<file path="src/rtl/pwm_driver_pkg.sv">
// Shared constants and types for the PWM driver and related timing blocks.
// The phase counter and duty registers are all PWM_WIDTH bits wide.
package pwm_driver_pkg;

    localparam int PWM_WIDTH = 8;

    typedef logic [PWM_WIDTH-1:0] duty_t;

    localparam duty_t PHASE_MAX = 8'd255;

endpackage

</file>
<file path="src/rtl/pwm_prescaler.sv">
// Free-running clock divider: tick is high for one cycle out of every PRESCALE cycles.
// The divider is also intended for reuse by other timing blocks in the sculpture.
module pwm_prescaler #(
    parameter int PRESCALE = 16
) (
    input  logic clk,
    input  logic rst,
    output logic tick
);

    localparam int CW = (PRESCALE > 1) ? $clog2(PRESCALE) : 1;
    localparam logic [CW-1:0] LAST = CW'(PRESCALE - 1);

    logic [CW-1:0] cnt_q;
    logic [CW-1:0] cnt_d;

    // With PRESCALE=1 the counter stays at 0 and tick is permanently high.
    always_comb begin
        tick  = (cnt_q == LAST);
        cnt_d = tick ? '0 : cnt_q + CW'(1);
    end

    always_ff @(posedge clk) begin
        if (rst) begin
            cnt_q <= '0;
        end else begin
            cnt_q <= cnt_d;
        end
    end

endmodule

</file>
<file path="src/rtl/pwm_driver.sv">
// Multi-channel left-aligned 8-bit PWM generator. Each channel holds a shadow duty register
// that is copied into the active duty register at every period wrap, so outputs never glitch.
module pwm_driver
    import pwm_driver_pkg::*;
#(
    parameter int CHANNELS = 4,
    parameter int PRESCALE = 16
) (
    input  logic                                                  clk,
    input  logic                                                  rst,
    input  logic                                                  wr_en,
    input  logic [((CHANNELS > 1) ? $clog2(CHANNELS) : 1)-1:0]    wr_ch,
    input  logic [PWM_WIDTH-1:0]                                  wr_duty,
    output logic [CHANNELS-1:0]                                   pwm,
    output logic                                                  period_start
);

    localparam int CHW = (CHANNELS > 1) ? $clog2(CHANNELS) : 1;
    localparam logic [CHW:0] CH_LIMIT = CHANNELS[CHW:0];

    logic  tick;
    logic  wrap;
    logic  wr_valid;
    duty_t phase_q;
    duty_t phase_d;
    logic  period_start_q;

    pwm_prescaler #(
        .PRESCALE (PRESCALE)
    ) u_prescaler (
        .clk  (clk),
        .rst  (rst),
        .tick (tick)
    );

    // Indices beyond the channel count are dropped without touching any register.
    always_comb begin
        wrap     = tick && (phase_q == PHASE_MAX);
        phase_d  = tick ? phase_q + 8'd1 : phase_q;
        wr_valid = wr_en && ({1'b0, wr_ch} < CH_LIMIT);
    end

    always_ff @(posedge clk) begin
        if (rst) begin
            phase_q        <= '0;
            period_start_q <= 1'b0;
        end else begin
            phase_q        <= phase_d;
            period_start_q <= wrap;
        end
    end

    assign period_start = period_start_q;

    genvar gi;
    generate
        for (gi = 0; gi < CHANNELS; gi++) begin : g_channel
            localparam logic [CHW-1:0] CH_IDX = CHW'(gi);

            duty_t shadow_q;
            duty_t shadow_d;
            duty_t active_q;
            duty_t active_d;
            logic  pwm_q;
            logic  pwm_d;

            // A write landing on the wrap edge still lets active take the old shadow value.
            always_comb begin
                shadow_d = shadow_q;
                active_d = active_q;
                if (wr_valid && (wr_ch == CH_IDX)) begin
                    shadow_d = wr_duty;
                end
                if (wrap) begin
                    active_d = shadow_q;
                end
                pwm_d = (phase_q < active_q);
            end

            always_ff @(posedge clk) begin
                if (rst) begin
                    shadow_q <= '0;
                    active_q <= '0;
                    pwm_q    <= 1'b0;
                end else begin
                    shadow_q <= shadow_d;
                    active_q <= active_d;
                    pwm_q    <= pwm_d;
                end
            end

            assign pwm[gi] = pwm_q;
        end
    endgenerate

endmodule
</file>
<file path="config.mk">
export PLATFORM = sky130hd
export DESIGN_NAME = pwm_driver
export DESIGN_NICKNAME = d
export VERILOG_FILES = /design/src/rtl/pwm_driver_pkg.sv /design/src/rtl/pwm_prescaler.sv /design/src/rtl/pwm_driver.sv
export SDC_FILE = /design/constraint.sdc
export NUM_CORES = 1
export LEC_CHECK = 0
export BUFFER_PORTS_ARGS = -buffer_cell sky130_fd_sc_hd__buf_2
export CORE_UTILIZATION = 57
export CTS_BUF_LIST = sky130_fd_sc_hd__clkbuf_8
export CTS_CLUSTER_DIAMETER = 150
export DETAILED_ROUTE_END_ITERATION = 16
export PLACE_DENSITY = 0.75
export SYNTH_ARGS = -nofsm -noshare
export SYNTH_HDL_FRONTEND = slang
export SYNTH_HIERARCHICAL = 1
export SYNTH_SLANG_ARGS = --single-unit
</file>
<file path="constraint.sdc">
create_clock -name clk -period 1.7 [get_ports clk]
set_clock_uncertainty 0.05 [all_clocks]
set_input_delay 0.085 -clock clk [delete_from_list [all_inputs] [get_ports clk]]
set_output_delay 0.085 -clock clk [all_outputs]
set_load 0.03 [all_outputs]
</file>
After elaboration in Yosys (flattened, before gate mapping)
Index checks and enable logic that the tools add are counted.
Storage, ports and cells
  memories kept: 0
  bits of input ports: 13
  bits in latches: 0
  bits in read-only memories: 0
  output and inout bits: 5
  bits in registers: 81
  memory bits (writable): 0
Cells by class
  eq/ne operators: 5
  order comparisons: 4
  $add $sub $neg: 2
  reduce and logical (&&, ||, !) cells: 7
  shift operators: 0
  multipliers: 0
  muxes and demuxes: 0
  divide/modulo/power cells: 0
  bitwise logic cells: 0
Operators by type and width (count)
  8-bit less-than comparator: 4
  8-bit by 1-bit adder with 8-bit output (second input constant): 1
  8-bit == test (second input constant): 1
  1-bit logical AND: 5
  4-bit by 1-bit adder with 4-bit output (second input constant): 1
  2-bit == test (second input constant): 2
  4-bit == test (second input constant): 1
  2-bit by 1-bit == test with 1-bit output (second input constant): 1
  2-bit zero test: 1
  2-bit OR reduction: 1

Depth between registers and ports, before layout
  word-level depth: 2
  mapped depth: 8

Modules after synthesis
Netlist, hierarchy kept.
By module, submodules not included
  pwm_driver: area an instance 3533.4 um^2, cells an instance 391, instances 1
  pwm_prescaler: area an instance 166.4 um^2, cells an instance 15, instances 1

Least setup slack after synthesis
Ideal clock, no wire load.
  kind: register -> register
  start: register u_prescaler.cnt_q[0]
  end: register phase_q[7]
  slack: -0.038 ns
  stages on the path, launching flop included: 7
  buffers on the path: 1
  arrival time: 1.617 ns
  setup time: 0.070 ns
  path through: dfxtp_1 -> ha_1 -> and3_4 -> buf_6 -> nand3_1 -> or4_1 -> a21oi_1
Between the ends
  cells in the longest elaborated chain, start to end: 1
RTL lines
  start: declaration: line pwm_prescaler.sv:14  | logic [CW-1:0] cnt_q;
  start signal: assignment: line pwm_prescaler.sv:27  | cnt_q <= cnt_d;
  4-bit == test: line pwm_prescaler.sv:19  | tick = (cnt_q == LAST);
  net tick: line pwm_driver.sv:21  | logic tick;
  end signal: assignment: line pwm_driver.sv:48  | phase_q <= phase_d;
  end: declaration: line pwm_driver.sv:24  | duty_t phase_q;
The timed path passes the listed nets, and every way through them passes these cells.
A chain may end at the register's enable or synchronous reset.

Final worst setup path
  start: register u_prescaler.cnt_q[1]
  end: register phase_q[7]
The elaborated chain is that of the path after synthesis.

==> summary.md <==
| Metric | Value |
|---|---|
| Status | `finished clean` |
| Post-DR vias/cell | `5.78` |
| Post-Place Worst Slack | `-0.0917 ns` |
| Top cells by count, synth | `81 x dfxtp_1, 41 x a21oi_1, 38 x nor2_1` |
| Clk slew on worst S/H paths | `0.10 ns` |
| Most frequent cell after synthesis | `dfxtp_1` |
| Fin worst setup slack | `0.0915 ns` |
| Unrepaired setup endpoints after global routing | `false` |
| Post-Syn Instances | `406` |
| GRT Resource Usage Total | `26.7%` |
| Setup crit start kind | `flip-flop` |
| DP Cell Count | `481` |
| Drt drc | `0` |
| Leak pwr | `1.63 nW` |
| Initial antenna violation count | `0` |
| Later-pin clock latency in the skew report | `0.36 ns` |
| Largest net degree at the start of global routing | `35` |
| Nets | `469` |
| Number of global-route vias before repair | `2710` |
| Max Root-Sink Buffers | `2` |
| Max FO, Critical Path | `5` |
| Grt total ovfl | `0` |
| Flops & latches, synth | `81` |
| Total CTS buffers | `9` |
| Post-DP HPWL | `5.35 mm` |
| VDD IR max | `1.07 mV` |
| FFs w/ async S/R, synth | `0%` |
| Worst setup EP type | `flip-flop` |
| IO buf count | `17` |
| H-tree Lvls | `3` |
| Synth area leader | `dfxtp_1` |
| Final min period | `1.61 ns` |
| YS warnings | `6` |
| Period utilization | `94.6%` |
| Hold Path Class | `in2reg` |
| Final wirelength | `8.10 mm` |
| Overall die width | `82.6 um` |
| Syn Nets | `449` |
| # fillers | `494` |
| Ports | `18` |
| Vias | `2927` |
| Worst-margin pin slew | `0.576 ns` |
| First-pass GRT wire length | `13.2 mm` |
| Synth Flop Type | `dfxtp_1` |
| Core Area | `6100 um2` |
| Final Slew Violations | `0` |
| Detailed Route Iter0 Violations | `192` |
| CTS tree | `built` |
| Drt pass-1 iters | `4` |
| Layout area overhead | `13.4%` |
| Hold Fails Final Rpt | `0` |
| ANT nets after route | `0` |
| Fmax | `622 MHz` |
| Ranking of synthesized cells by area | `dfxtp_1 44%, ha_1 10%, mux2i_1 8.9%` |
| Num rows | `28` |
| Root Driver | `clkbuf_8` |
| Pwr Density | `818 nW/um2` |
| Arr. time, crit path | `1.84 ns` |
| Fin cells | `506` |
| Die area | `6820 um2` |
| Routability cong. | `0.767` |
| EDFF count, synth | `0` |
| Post-Syn Area | `3700 um2` |
| Final hold slack | `0.151 ns` |
| Crit Path Class | `reg2reg` |
| Avg Inst Size Synth | `9.11 um2` |
| Diode count | `0` |
| Register area share after synthesis | `43.8%` |
| Max-slew headroom | `61.6%` |
| TritonCTS Sinks | `81` |
| Drt wl/cell | `16.0 um` |
| Share of layout cells above drive strength 1 | `14.2%` |
| Die span in y | `82.6 um` |
| MaxCap Viol Count | `0` |
| Synth top area share | `43.8%` |
| Data required time of the critical path | `1.93 ns` |
| Unique cell type count in the Yosys netlist | `35` |
| Final setup viols | `0` |
| Initial core utilization | `60.7%` |
## final timing paths
path / cells after the start / startpoint / slack, ns / to
setup / recovery: 5 / u_prescaler/cnt_q[1] / 0.09 / phase_q[7]
hold / removal: 2 / rst / 0.15 / u_prescaler/cnt_q[2]
setup reg to reg: 5 / u_prescaler/cnt_q[1] / 0.09 / phase_q[7]
hold reg to reg: 1 / u_prescaler/cnt_q[0] / 0.40 / u_prescaler/cnt_q[0]
## final cells by class
type | instances | area (um2) | share of cell area [%]
Inverter | 29 | 109 | 2.60
Sequential cell | 81 | 1630 | 39.0
Clock buffer | 9 | 124 | 2.95
Tap cell | 75 | 93.8 | 2.24
Timing Repair Buffer | 40 | 340 | 8.11
Clock inverter | 7 | 60.1 | 1.43
Multi-Input combinational cell | 265 | 1830 | 43.7
## through the flow
step	power [mW]	cell area, um2	util (%)	setup TNS [ns]
final	3.43	4190	68.8	0
after global routing	3.54	4190	68.8	0
after CTS	3.46	4160	68.3	0
after detailed placement	2.14	3890	63.9	-0.0919
after global placement	2.14	3890	63.9	-0.0505
after floorplan	2.08	3700	-	0
## worst max-delay path, stage by stage, from the launching register on
cell and delay (ns):
dfxtp_4 0.38, ha_4 0.14, and3_4 0.20, nand3_1 0.10
or4_1 0.51, a21oi_1 0.14
## flip-flops by register name, summed over array words and instances, names as in the netlist
register,flops
g_channel.active_q,32
g_channel.shadow_q,32
phase_q,8
g_channel.pwm_q,4
u_prescaler/cnt_q,4
period_start,1
## layout by cell type, fill, tap and decap left out, types with 2 or more instances in the layout
cell type	count
nor2_1	38
mux2i_1	33
nor3b_1	5
nand2_1	3
xnor2_1	3
nor2b_1	4
ha_1	29
clkbuf_8	9
dfxtp_2	4
dfxtp_4	2
o21ai_1	4
inv_1	29
dfxtp_1	75
clkinvlp_4	3
a211oi_1	4
buf_12	5
dlygate4sd3_1	8
a21oi_1	41
a2111oi_0	2
nand3_1	35
inv_6	2
nand4_1	3
nand4b_1	2
buf_4	10
o21ai_0	35
o211ai_1	4
nand3b_1	2
o2111a_1	4
buf_2	17
xor2_1	2
## repair_timing
| item | in CTS | in global routing |
|---|---|---|
| buffers inserted | 0 | 1 |
| hold buffers | 8 | 0 |
| endpoints found under the setup margin | 3 | 30 |
| hold endpoints to repair | 29 | 0 |
| cloned | 0 | 0 |
| pin swaps | 0 | 1 |
| gates resized for setup | 4 | 7 |
## kinds of logic after synthesis
kind of cell	synth area share, %
multiplexers	8.93
adder cells (fa/ha/maj)	10.1
buffers and inverters	7.17
AND/OR/NAND/NOR	13.9
XOR/XNOR	1.18
AO/OA/AOI/OAI	14.8
flip-flops	43.8
## per-layer routing
layer | share of wire (%) | vias to the layer above | track usage [%]
li1 | - | 1464 | -
met1 | 48 | 1382 | 35.6
met2 | 47 | 70 | 42.4
met3 | 3.9 | 11 | 3.96
met4 | 1.4 | 0 | 12.6
met5 | 0 | - | 0
## report_power, final
part           leakage (nW)  internal (mW)  switching (mW)
Combinational         0.882         0.0759          0.0884
Clock                0.0844          0.552           0.758
Sequential            0.658           1.93          0.0264
Total                  1.63           2.56           0.873
(Power assumes the default switching activity.)
